--- config.mk ---
export PLATFORM = sky130hd
export DESIGN_NAME = mpadder_seq_flat
export DESIGN_NICKNAME = d
export VERILOG_FILES = /design/src/rtl/mpadder_seq_if.sv /design/src/rtl/mpadder_seq.sv /design/src/flat_wrapper.sv
export SDC_FILE = /design/constraint.sdc
export NUM_CORES = 1
export LEC_CHECK = 0
export CAP_MARGIN = 20
export CORE_MARGIN = 2
export CORE_UTILIZATION = 45
export DETAILED_ROUTE_END_ITERATION = 8
export PLACE_DENSITY = 0.72
export SLEW_MARGIN = 30
export SYNTH_ARGS = -nofsm -noshare
export SYNTH_HDL_FRONTEND = slang
export SYNTH_SLANG_ARGS = --single-unit
--- constraint.sdc ---
create_clock -name clk -period 1.9 [get_ports clk]
set_clock_uncertainty 0.05 [all_clocks]
set_input_delay 0.19 -clock clk [delete_from_list [all_inputs] [get_ports clk]]
set_output_delay 0.19 -clock clk [all_outputs]
set_load 0.02 [all_outputs]
--- src/rtl/mpadder_seq_if.sv ---
// Command/datapath control bundle for the Montgomery sequencer.
// The master side is the command host plus the adder's status bits; the slave is the sequencer.
interface mpadder_seq_if #(
    parameter int NBITS = 512
);
    logic             start;
    logic [NBITS-1:0] in_b;
    logic             a_lsb;
    logic             c_zero;
    logic             sub_done;
    logic [1:0]       op_sel;
    logic             enable_c;
    logic             shift_c;
    logic             subtract;
    logic [3:0]       chunk;
    logic             busy;
    logic             done;
    logic             err;

    modport master (
        output start, in_b, a_lsb, c_zero, sub_done,
        input  op_sel, enable_c, shift_c, subtract, chunk, busy, done, err
    );

    modport slave (
        input  start, in_b, a_lsb, c_zero, sub_done,
        output op_sel, enable_c, shift_c, subtract, chunk, busy, done, err
    );
endinterface

--- src/rtl/mpadder_seq.sv ---
// Sequencer for the carry-save Montgomery datapath: radix-2 loop, chunked carry
// resolve, then repeated conditional-subtract passes with a pass limit.
//
//   state   | meaning
//   --------+-----------------------------------------------------------
//   S_IDLE  | waiting for start; outputs at rest, chunk frozen (8)
//   S_ADD   | one Montgomery add: op_sel = {q, b_i}, load 3:2 sum
//   S_SHIFT | load shifted sum, advance b and the iteration counter
//   S_RES   | carry resolve, chunk 0..NCHUNK-1 once
//   S_SUB   | conditional subtract passes, chunk 0..NCHUNK-1 per pass
//   S_DONE  | one-cycle completion pulse
module mpadder_seq #(
    parameter int NBITS   = 512,
    parameter int NCHUNK  = 5,
    parameter int MAX_SUB = 4
) (
    input  logic         clk,
    input  logic         resetn,
    mpadder_seq_if.slave bus
);

    localparam int IW = $clog2(NBITS) + 1;
    localparam int PW = $clog2(MAX_SUB + 1);

    localparam logic [IW-1:0] LAST_ITER  = IW'(NBITS - 1);
    localparam logic [3:0]    LAST_CHUNK = 4'(NCHUNK - 1);
    localparam logic [PW-1:0] PASS_LIMIT = PW'(MAX_SUB);
    localparam logic [3:0]    CHUNK_HOLD = 4'd8;

    typedef enum logic [2:0] {
        S_IDLE,
        S_ADD,
        S_SHIFT,
        S_RES,
        S_SUB,
        S_DONE
    } state_t;

    state_t           state_q, state_d;
    logic [NBITS-1:0] b_q, b_d;
    logic [IW-1:0]    iter_q, iter_d;
    logic [3:0]       chunk_q, chunk_d;
    logic [PW-1:0]    pass_q, pass_d;
    logic             err_q, err_d;

    logic [PW-1:0]    pass_inc;
    logic             last_chunk;
    logic             b_i;
    logic             q_bit;

    assign pass_inc   = pass_q + PW'(1);
    assign last_chunk = (chunk_q == LAST_CHUNK);
    assign b_i        = b_q[0];
    assign q_bit      = bus.c_zero ^ (b_i & bus.a_lsb);

    always_ff @(posedge clk or negedge resetn) begin
        if (!resetn) begin
            state_q <= S_IDLE;
            b_q     <= '0;
            iter_q  <= '0;
            chunk_q <= '0;
            pass_q  <= '0;
            err_q   <= 1'b0;
        end else begin
            state_q <= state_d;
            b_q     <= b_d;
            iter_q  <= iter_d;
            chunk_q <= chunk_d;
            pass_q  <= pass_d;
            err_q   <= err_d;
        end
    end

    always_comb begin
        state_d = state_q;
        b_d     = b_q;
        iter_d  = iter_q;
        chunk_d = chunk_q;
        pass_d  = pass_q;
        err_d   = err_q;
        case (state_q)
            S_IDLE: begin
                if (bus.start) begin
                    b_d     = bus.in_b;
                    iter_d  = '0;
                    chunk_d = '0;
                    pass_d  = '0;
                    err_d   = 1'b0;
                    state_d = S_ADD;
                end
            end
            S_ADD: begin
                state_d = S_SHIFT;
            end
            S_SHIFT: begin
                b_d    = b_q >> 1;
                iter_d = iter_q + IW'(1);
                if (iter_q == LAST_ITER) begin
                    chunk_d = '0;
                    state_d = S_RES;
                end else begin
                    state_d = S_ADD;
                end
            end
            S_RES: begin
                if (last_chunk) begin
                    chunk_d = '0;
                    pass_d  = '0;
                    state_d = S_SUB;
                end else begin
                    chunk_d = chunk_q + 4'd1;
                end
            end
            S_SUB: begin
                if (last_chunk) begin
                    chunk_d = '0;
                    if (bus.sub_done) begin
                        state_d = S_DONE;
                    end else begin
                        // A pass that still needs another subtract counts toward the limit.
                        pass_d = pass_inc;
                        if (pass_inc == PASS_LIMIT) begin
                            err_d   = 1'b1;
                            state_d = S_DONE;
                        end
                    end
                end else begin
                    chunk_d = chunk_q + 4'd1;
                end
            end
            S_DONE: begin
                state_d = S_IDLE;
            end
            default: begin
                state_d = S_IDLE;
            end
        endcase
    end

    always_comb begin
        bus.op_sel   = 2'd0;
        bus.enable_c = 1'b0;
        bus.shift_c  = 1'b0;
        bus.subtract = 1'b0;
        bus.chunk    = CHUNK_HOLD;
        bus.busy     = (state_q != S_IDLE);
        bus.done     = 1'b0;
        bus.err      = err_q;
        case (state_q)
            S_ADD: begin
                bus.op_sel   = {q_bit, b_i};
                bus.enable_c = 1'b1;
            end
            S_SHIFT: begin
                bus.shift_c = 1'b1;
            end
            S_RES: begin
                bus.chunk = chunk_q;
            end
            S_SUB: begin
                bus.subtract = 1'b1;
                bus.op_sel   = 2'd2;
                bus.chunk    = chunk_q;
            end
            S_DONE: begin
                bus.done = 1'b1;
            end
            default: begin
            end
        endcase
    end

endmodule
--- src/flat_wrapper.sv ---
// flat-port wrapper written by rule: the top's interface ports become plain ports
module mpadder_seq_flat 
#(
    parameter int NBITS   = 512,
    parameter int NCHUNK  = 5,
    parameter int MAX_SUB = 4
)
  (clk, resetn, bus_start, bus_in_b, bus_a_lsb, bus_c_zero, bus_sub_done, bus_op_sel, bus_enable_c, bus_shift_c, bus_subtract, bus_chunk, bus_busy, bus_done, bus_err);
  mpadder_seq_if #(.NBITS(NBITS)) bus_i ();
  input  logic clk;
  input  logic resetn;
  input wire logic [$bits(bus_i.start)-1:0] bus_start;
  input wire logic [$bits(bus_i.in_b)-1:0] bus_in_b;
  input wire logic [$bits(bus_i.a_lsb)-1:0] bus_a_lsb;
  input wire logic [$bits(bus_i.c_zero)-1:0] bus_c_zero;
  input wire logic [$bits(bus_i.sub_done)-1:0] bus_sub_done;
  output wire logic [$bits(bus_i.op_sel)-1:0] bus_op_sel;
  output wire logic [$bits(bus_i.enable_c)-1:0] bus_enable_c;
  output wire logic [$bits(bus_i.shift_c)-1:0] bus_shift_c;
  output wire logic [$bits(bus_i.subtract)-1:0] bus_subtract;
  output wire logic [$bits(bus_i.chunk)-1:0] bus_chunk;
  output wire logic [$bits(bus_i.busy)-1:0] bus_busy;
  output wire logic [$bits(bus_i.done)-1:0] bus_done;
  output wire logic [$bits(bus_i.err)-1:0] bus_err;
  assign bus_i.start = bus_start;
  assign bus_i.in_b = bus_in_b;
  assign bus_i.a_lsb = bus_a_lsb;
  assign bus_i.c_zero = bus_c_zero;
  assign bus_i.sub_done = bus_sub_done;
  assign bus_op_sel = bus_i.op_sel;
  assign bus_enable_c = bus_i.enable_c;
  assign bus_shift_c = bus_i.shift_c;
  assign bus_subtract = bus_i.subtract;
  assign bus_chunk = bus_i.chunk;
  assign bus_busy = bus_i.busy;
  assign bus_done = bus_i.done;
  assign bus_err = bus_i.err;
  mpadder_seq #(.NBITS(NBITS), .NCHUNK(NCHUNK), .MAX_SUB(MAX_SUB)) u_core (.clk(clk), .resetn(resetn), .bus(bus_i));
endmodule
==> results of run 1 <==
## synth_stat cells, types with 2 or more instances
master                      instances
sky130_fd_sc_hd__a31oi_1          512
sky130_fd_sc_hd__buf_2             54
sky130_fd_sc_hd__dfrtp_1          533
sky130_fd_sc_hd__xor2_1             2
sky130_fd_sc_hd__nand3_1            6
sky130_fd_sc_hd__and3b_1            2
sky130_fd_sc_hd__buf_4              6
sky130_fd_sc_hd__clkbuf_1         114
sky130_fd_sc_hd__nor4_1             2
sky130_fd_sc_hd__and2_1             3
sky130_fd_sc_hd__inv_1              6
sky130_fd_sc_hd__nor3b_1            2
sky130_fd_sc_hd__nor2b_1            3
sky130_fd_sc_hd__or2_2              2
sky130_fd_sc_hd__buf_1              3
sky130_fd_sc_hd__o21a_1             2
sky130_fd_sc_hd__nand2_1         1040
sky130_fd_sc_hd__nor2_1           524
sky130_fd_sc_hd__o21ai_0            6
sky130_fd_sc_hd__o2bb2ai_1          2
sky130_fd_sc_hd__a22o_1             3
sky130_fd_sc_hd__ha_1               5
sky130_fd_sc_hd__a21o_1             4
sky130_fd_sc_hd__a21oi_1            6
sky130_fd_sc_hd__nor3_1             4
sky130_fd_sc_hd__buf_6             57
## final timing paths
kind / startpoint / end / slack [ns]
max reg2reg: u_core.state_q[0]$_DFFE_PN0P_ / u_core.b_q[100]$_DFFE_PN0P_ / -0.32
min: resetn / u_core.b_q[200]$_DFFE_PN0P_ / 0.03
max in group asynchronous: resetn / u_core.b_q[381]$_DFFE_PN0P_ / 0.83
max: u_core.state_q[0]$_DFFE_PN0P_ / u_core.b_q[100]$_DFFE_PN0P_ / -0.32
min in group clk: bus_in_b[58] / u_core.b_q[58]$_DFFE_PN0P_ / 0.09
min reg2reg: u_core.iter_q[9]$_DFFE_PN0P_ / u_core.iter_q[9]$_DFFE_PN0P_ / 0.45
## layer usage
| layer | track usage, % | wire length [microns] |
|---|---|---|
| met4 | 13.16 | 6219 |
| met2 | 48.94 | 48160 |
| met5 | 0 | 25 |
| met3 | 4.628 | 8784 |
| met1 | 36.63 | 35870 |
## sequential cells by signal (all words and copies together) (netlist names)
signal / flops
u_core.iter_q: 10
u_core.chunk_q: 4
u_core.pass_q: 3
u_core.state_q: 3
u_core.b_q: 512
u_core.bus.err: 1
## critical path, stage by stage (launching register included)
cell                        delay, ns
sky130_fd_sc_hd__dfrtp_1         0.41
sky130_fd_sc_hd__buf_6           0.15
sky130_fd_sc_hd__or3b_4          0.49
sky130_fd_sc_hd__buf_6           0.16
sky130_fd_sc_hd__clkbuf_16       0.17
sky130_fd_sc_hd__buf_16          0.18
sky130_fd_sc_hd__buf_12          0.15
sky130_fd_sc_hd__buf_16          0.15
sky130_fd_sc_hd__nand2_2         0.07
sky130_fd_sc_hd__a31oi_1         0.09
## stage by stage
step                      worst slack, ns  cell area (sq um)
after detailed placement          -0.1713              30660
after CTS                         -0.2687              34720
after global placement            -0.1785              30660
final                             -0.3229              39090
after floorplan                   0.05742              24410
after global routing              -0.3410              39090
## power by group through the flow
| stage | combinational (mW) | sequential [mW] | clock [mW] |
|---|---|---|---|
| 2_1_floorplan | 0.0137 | 11.6 | 0 |
| 3_3_place_gp | 1.52 | 11.6 | 0 |
| 3_5_place_dp | 1.51 | 11.6 | 0 |
| 4_1_cts | 1.54 | 11.4 | 11.2 |
| 5_1_grt | 1.66 | 11.3 | 11.7 |
| 6_report | 1.59 | 11.3 | 11.2 |
## final cells by class
cell class | count | area (sq um) | area share, %
sequential | 533 | 13340 | 34.12
antenna | 2 | 5.005 | 0.01280
timing repair buffer | 846 | 11140 | 28.50
tap | 696 | 870.8 | 2.228
clock inverter | 18 | 200.2 | 0.5121
timing repair inverter | 6 | 137.6 | 0.3521
inverter | 7 | 45.04 | 0.1152
multi-input combinational | 2151 | 11720 | 29.99
clock buffer | 85 | 1632 | 4.174
## timing repair
action                     4_1_cts  5_1_grt
hold buffers                     1        0
hold endpoints to repair       527        0
setup endpoints to repair      461      534
pin swaps                       63      344
buffers inserted                43       34
cloned                          43       87
gates resized for setup        230      529
## cell families after synthesis
logic type,share of synthesized area (%)
AOI/OAI and AO/OA,14.08
xor gates and xnor gates,0.1077
adders and majority gates,0.2563
buffers and inverters,5.833
DFF,54.64
muxes,0.08713
and+or+nand+nor,25.00
==> implementation parameters, run 1 <==
Parameter                              Value

Outcome
  Result of the run    finished with violations
  Violated checks    negative setup slack

Worst setup path
  Crit Path Category    reg -> reg
  Crit-path max FO    8
  Endpoint class of the critical path    flop
  Data arrival time of the worst path    2.66 ns
  Reg2reg path depth    9
  Endpoint required time on the critical path    2.34 ns
  Startpoint types    flop

Yosys
  Synth unique cells    48
  Dominant register cell in the synthesized netlist    sky130_fd_sc_hd__dfrtp_1
  Portion of the post-synthesis area used by sequential elements    54.64%
  Async S/R FF share, synth    100.0%
  Number of instances in the synthesized netlist    2,925
  Mean post-synth cell area    8.346 sq um
  Cells taking the most area after synthesis    sky130_fd_sc_hd__dfrtp_1 55%, sky130_fd_sc_hd__nand2_1 16%, sky130_fd_sc_hd__a31oi_1 13%
  Number of enable flip-flop cells after synthesis    0
  Post-synthesis register bit count    533
  Mapped Area    24,410 sq um
  Area share of the largest cell type after synthesis    54.64%
  Syn Nets    3,448
  Synth Warn #    0
  Largest area contributor in the netlist    sky130_fd_sc_hd__dfrtp_1

Final layout
  Utilization after layout    72.79%
  Number of fillers in the final layout    3,374
  Layout cell share with drive strength beyond 1    20.65%
  Net total in the final layout    4,124
  Final cell count without fillers    4,344
  Area added between synthesis and finish    60.14%
  Leading cell type in the layout, fill and taps excluded    sky130_fd_sc_hd__nand2_1
  Commonest cells after routing, fill and taps aside    788 x sky130_fd_sc_hd__nand2_1, 533 x sky130_fd_sc_hd__dfrtp_1, 517 x sky130_fd_sc_hd__clkdlybuf4s50_1

CTS
  TritonCTS clock tree    done
  Root buf cell    sky130_fd_sc_hd__clkbuf_16
  Post-CTS clock slew at the launch and capture registers of the worst setup and hold paths    0.06 ns
  H-tree Lvls    2
  Clock Path Buffers    3
  Total clock buffers created by CTS    56
  Skew-Pair Late Insertion Delay    0.61 ns
  Clock sink count    533

Floorplan
  Die X    236.9 microns
  Number of rows created at floorplan    85
  Standard cell core area    53,710 sq um
  Die area    56,130 sq um
  Initial core utilization    45.45%
  Die span in y    236.9 microns
  Top-Level Pins    530

Global routing
  Leftover overflow at the end of global routing    0
  Overall routing resource usage    28.93%
  Number of global-route vias before repair    23,600
  Number of antenna violations at the first check in global routing    5
  Wire length of the first global-routing pass    128.0 mm
  Maximum number of pins on one net before global-route repair    86

Run
  Max capacitance violation total    0

Routing
  Total detailed-routing wirelength    99.06 mm
  Vias per cell    5.909
  Vias    25,670
  Remaining antenna violation count after routing    0
  Number of search-and-repair iterations in the first detailed-routing pass    6
  Number of design rule violations left after detail routing    0
  Per-cell routed wire length    22.80 microns
  Starting DRT DRC Count    2,759

Pwr
  Power dissipated by switching net loads    5.353 mW
  Leakage power figure    18.48 nW
  Cell Int Power    18.78 mW
  Clk pwr share    46.4%
  Proportion of power drawn by combinational gates    6.6%
  Portion of total power attributed to sequential cells    47.0%
  Peak supply drop    0.8085 mV
  Total power consumption of the routed design    24.14 mW
  Ratio of total power to cell area    617.5 nW/um^2
  Switching Fraction    22.18%

STA
  Hold WS    0.03396 ns
  Fmax    449.9 MHz
  Final min period    2.223 ns
  Smallest setup slack after layout    -0.3229 ns
  Setup TNS after final layout    -87.20 ns
  Slew margin rel.    64.82%
  Count of endpoints failing setup in the final report    529
  Max-slew violations    0
  Period utilisation layout    117.0%
  RSZ-0062 raised after global routing    yes
  Least-Margin Pin Slew    0.5222 ns
  Number of hold-slack violations in the final timing report    0

Placed design
  Post-DP HPWL    50.73 mm
  RD Place Congestion    0.8667
  Number of cells in the design after placement    4,038
  Count of buffers from port buffering    529

Worst hold path
  Type of the worst min-delay path    in -> async
No activity file was read; power rests on OpenSTA's default activity.
==> run 2: changes to the inputs <==
--- a/config.mk
+++ b/config.mk
@@ -6,8 +6,8 @@
 export NUM_CORES = 1
 export LEC_CHECK = 0
 export CAP_MARGIN = 20
-export CORE_MARGIN = 2
 export CORE_UTILIZATION = 45
+export CTS_CLUSTER_DIAMETER = 50
 export DETAILED_ROUTE_END_ITERATION = 8
 export PLACE_DENSITY = 0.72
 export SLEW_MARGIN = 30
==> run 2 against run 1 <==
Effect of this change:
- the flow still finishes with violations (negative setup slack)
- hold slack gained 0.039 ns
- die area shrank 1.7%
- register-to-register slack better by 0.05 ns
- clock power up 6%
- routed wire length shrank 0.38%
- total power is 2.8% higher
- design area up 0.14%
- critical endpoint is now u_core.b_q[153]$_DFFE_PN0P_
- highest routed layer unchanged
==> implementation parameters, run 2 (synthesis gave the netlist of run 1 again) <==
Parameter                              Value

Floorplan
  Die area    55,180 sq um (-1.7%)
  Number of rows created at floorplan    84 (-1.2%)
  Standard cell core area    53,080 sq um (-1.2%)
  Die X    234.9 microns (-0.84%)
  Die span in y    234.9 microns (-0.84%)
  Top-Level Pins    530 (unchanged)
  Initial core utilization    45.99% (+0.54 points)

Pwr
  Ratio of total power to cell area    634.0 nW/um^2 (+2.7%)
  Cell Int Power    19.11 mW (+1.7%)
  Clk pwr share    47.8% (+1.4 points)
  Peak supply drop    0.7451 mV (-7.8%)
  Switching Fraction    23.01% (+0.83 points)
  Proportion of power drawn by combinational gates    6.5% (about the same)
  Portion of total power attributed to sequential cells    45.7% (-1.3 points)
  Total power consumption of the routed design    24.82 mW (+2.8%)
  Leakage power figure    18.38 nW (-0.53%)
  Power dissipated by switching net loads    5.710 mW (+6.7%)

Final layout
  Net total in the final layout    4,108 (-0.39%)
  Leading cell type in the layout, fill and taps excluded    sky130_fd_sc_hd__nand2_1
  Utilization after layout    73.75% (+0.97 points)
  Register with the most flip-flops    u_core.b_q
  Largest registers in the final layout    u_core.b_q (512), u_core.iter_q (10), u_core.chunk_q (4)
  Commonest cells after routing, fill and taps aside    778 x sky130_fd_sc_hd__nand2_1, 533 x sky130_fd_sc_hd__dfrtp_1, 517 x sky130_fd_sc_hd__clkdlybuf4s50_1
  Max FFs per register    512 (unchanged)
  Area added between synthesis and finish    60.36%
  Layout cell share with drive strength beyond 1    21.57% (+0.92 points)

Worst setup path
  Endpoint required time on the critical path    2.38 ns (+0.04 ns)
  Worst-path cell with the longest stage delay    sky130_fd_sc_hd__or3b_4
  Cells along the critical path    buf_6 -> or3b_4 -> inv_16 -> buf_16 -> buf_8 -> buf_8 -> clkbuf_16 -> nand2_1 -> a31oi_1
  Startpoint types    flop
  Termination of the worst setup path    u_core.b_q[153]$_DFFE_PN0P_
  Most common cell type on the critical path    sky130_fd_sc_hd__buf_8
  FF-to-FF End    u_core.b_q[153]$_DFFE_PN0P_
  Crit-path max FO    7 (-1)
  Crit Path Category    reg -> reg
  Peak per-stage delay on the critical path    0.50 ns (about the same)
  Data arrival time of the worst path    2.65 ns (about the same)
  Internal reg-to-reg setup slack    -0.27 ns (+0.05 ns)
  Endpoint class of the critical path    flop
  Critical Path Start    u_core.state_q[0]$_DFFE_PN0P_
  Reg2reg path depth    9 (unchanged)
  FF-to-FF Start    u_core.state_q[0]$_DFFE_PN0P_

Placed design
  Count of buffers from port buffering    529 (unchanged)
  Post-DP HPWL    51.12 mm (+0.78%)
  Pre-CTS setup slack    -0.2598 ns (-0.08857 ns)
  RD Place Congestion    0.8773 (+1.2%)

Worst hold path
  Hold path start    bus_in_b[199]
  Type of the worst min-delay path    in -> reg
  Worst hold path cell count    3

Global routing
  Number of antenna violations at the first check in global routing    11 (+6)
  Wire length of the first global-routing pass    130.7 mm (+2.1%)
  Overall routing resource usage    29.80% (+0.86 points)
  Leftover overflow at the end of global routing    0 (unchanged)
  Maximum number of pins on one net before global-route repair    76 (-12%)
  Number of global-route vias before repair    23,910 (+1.3%)

CTS
  Post-CTS clock slew at the launch and capture registers of the worst setup and hold paths    0.07 ns (about the same)
  Clock Path Buffers    3 (unchanged)
  Root buf cell    sky130_fd_sc_hd__clkbuf_16
  TritonCTS clock tree    done
  Total clock buffers created by CTS    59 (+5.4%)
  Skew-Pair Late Insertion Delay    0.63 ns (+0.02 ns)
  Clock sink count    533 (unchanged)
  H-tree Lvls    2 (unchanged)

Routing
  Number of design rule violations left after detail routing    0 (unchanged)
  Vias per cell    5.950 (+0.69%)
  Remaining antenna violation count after routing    0 (unchanged)
  Routed met3 length    8.806 mm (+0.25%)
  Total routed wire length on the met1 layer    35.69 mm (-0.51%)
  Starting DRT DRC Count    2,804 (+1.6%)
  Vias    25,760 (+0.37%)
  Top layer in use    met5
  DR WL met2    48.61 mm (+0.94%)
  Total detailed-routing wirelength    98.68 mm (-0.38%)
  Per-cell routed wire length    22.79 microns (about the same)
  Number of search-and-repair iterations in the first detailed-routing pass    8 (+2)

STA
  Fmax    460.1 MHz (+2.3%)
  Final min period    2.173 ns (-0.04957 ns)
  Slew margin rel.    39.66% (-25 points)
  Setup TNS after final layout    -59.54 ns (+27.66 ns)
  Least-Margin Pin Slew    0.9021 ns (+0.3799 ns)
  RSZ-0062 raised after global routing    yes
  Smallest setup slack after layout    -0.2734 ns (+0.04957 ns)
  Period utilisation layout    114.4% (-2.6 points)
  Count of endpoints failing setup in the final report    531 (+0.38%)
  Number of hold-slack violations in the final timing report    0 (unchanged)
  Max-slew violations    0 (unchanged)

Run
  Max capacitance violation total    0 (unchanged)

Outcome
  Violated checks    negative setup slack
  Result of the run    finished with violations
==> run 2: cell type report <==
| class | instances | area [sq um] |
|---|---|---|
| timing repair inverter | 2 | 22.52 |
| fill | 3235 | 13930 |
| clock inverter | 31 | 327.8 |
| clock buffer | 79 | 1663 |
| tap | 688 | 860.8 |
| multi-input combinational | 2151 | 12090 |
| inverter | 7 | 45.04 |
| sequential | 533 | 13340 |
| antenna | 8 | 20.02 |
| timing repair buffer | 831 | 10770 |
==> run 2: power groups by stage <==
stage | Clock, mW | Combinational (mW) | Sequential [mW]
floorplan | 0 | 0.0137 | 11.6
global placement | 0 | 1.53 | 11.6
detailed placement | 0 | 1.52 | 11.6
CTS | 11.8 | 1.54 | 11.3
global route | 12.3 | 1.69 | 11.3
finish | 11.9 | 1.62 | 11.3
==> run 2: worst min-delay path by stage <==
stage | end
CTS | u_core.b_q[199]$_DFFE_PN0P_
finish | u_core.b_q[199]$_DFFE_PN0P_
detailed placement | u_core.b_q[203]$_DFFE_PN0P_
global route | u_core.b_q[203]$_DFFE_PN0P_
global placement | u_core.b_q[204]$_DFFE_PN0P_
floorplan | u_core.b_q[0]$_DFFE_PN0P_
==> run 2: metrics by stage <==
step / instances / cell area [sq um] / hold WS (ns)
2_1_floorplan: 2925 / 24410 / -0.1556
3_3_place_gp: 4037 / 30700 / 0.06492
3_5_place_dp: 4037 / 30700 / 0.06940
4_1_cts: 4239 / 35030 / 0.04393
5_1_grt: 4328 / 39140 / 0.07450
6_report: 4330 / 39150 / 0.07343
==> run 2: repair_timing <==
item / in CTS / in global routing
resized for setup: 192 / 652
setup buffers: 40 / 42
gates cloned: 49 / 65
endpoints found under the setup margin: 503 / 535
endpoints found under the hold margin: 445 / 0
hold buffers: 3 / 0
pin swaps: 27 / 390
==> run 2: worst max-delay path, delay by kind of cell (launching register included) <==
| family | cells | cell delay (ns) |
|---|---|---|
| AO/OA/AOI/OAI | 1 | 0.21 |
| flip-flops | 1 | 0.40 |
| AND/OR/NAND/NOR | 2 | 0.56 |
| buffers and inverters | 6 | 0.85 |
==> run 2: layer usage <==
| metal | track usage [%] | up-vias |
|---|---|---|
| met5 | 0 | - |
| met4 | 12.14 | 8 |
| met3 | 4.817 | 409 |
| met2 | 50.49 | 1662 |
| met1 | 38.01 | 12510 |
| li1 | - | 11170 |
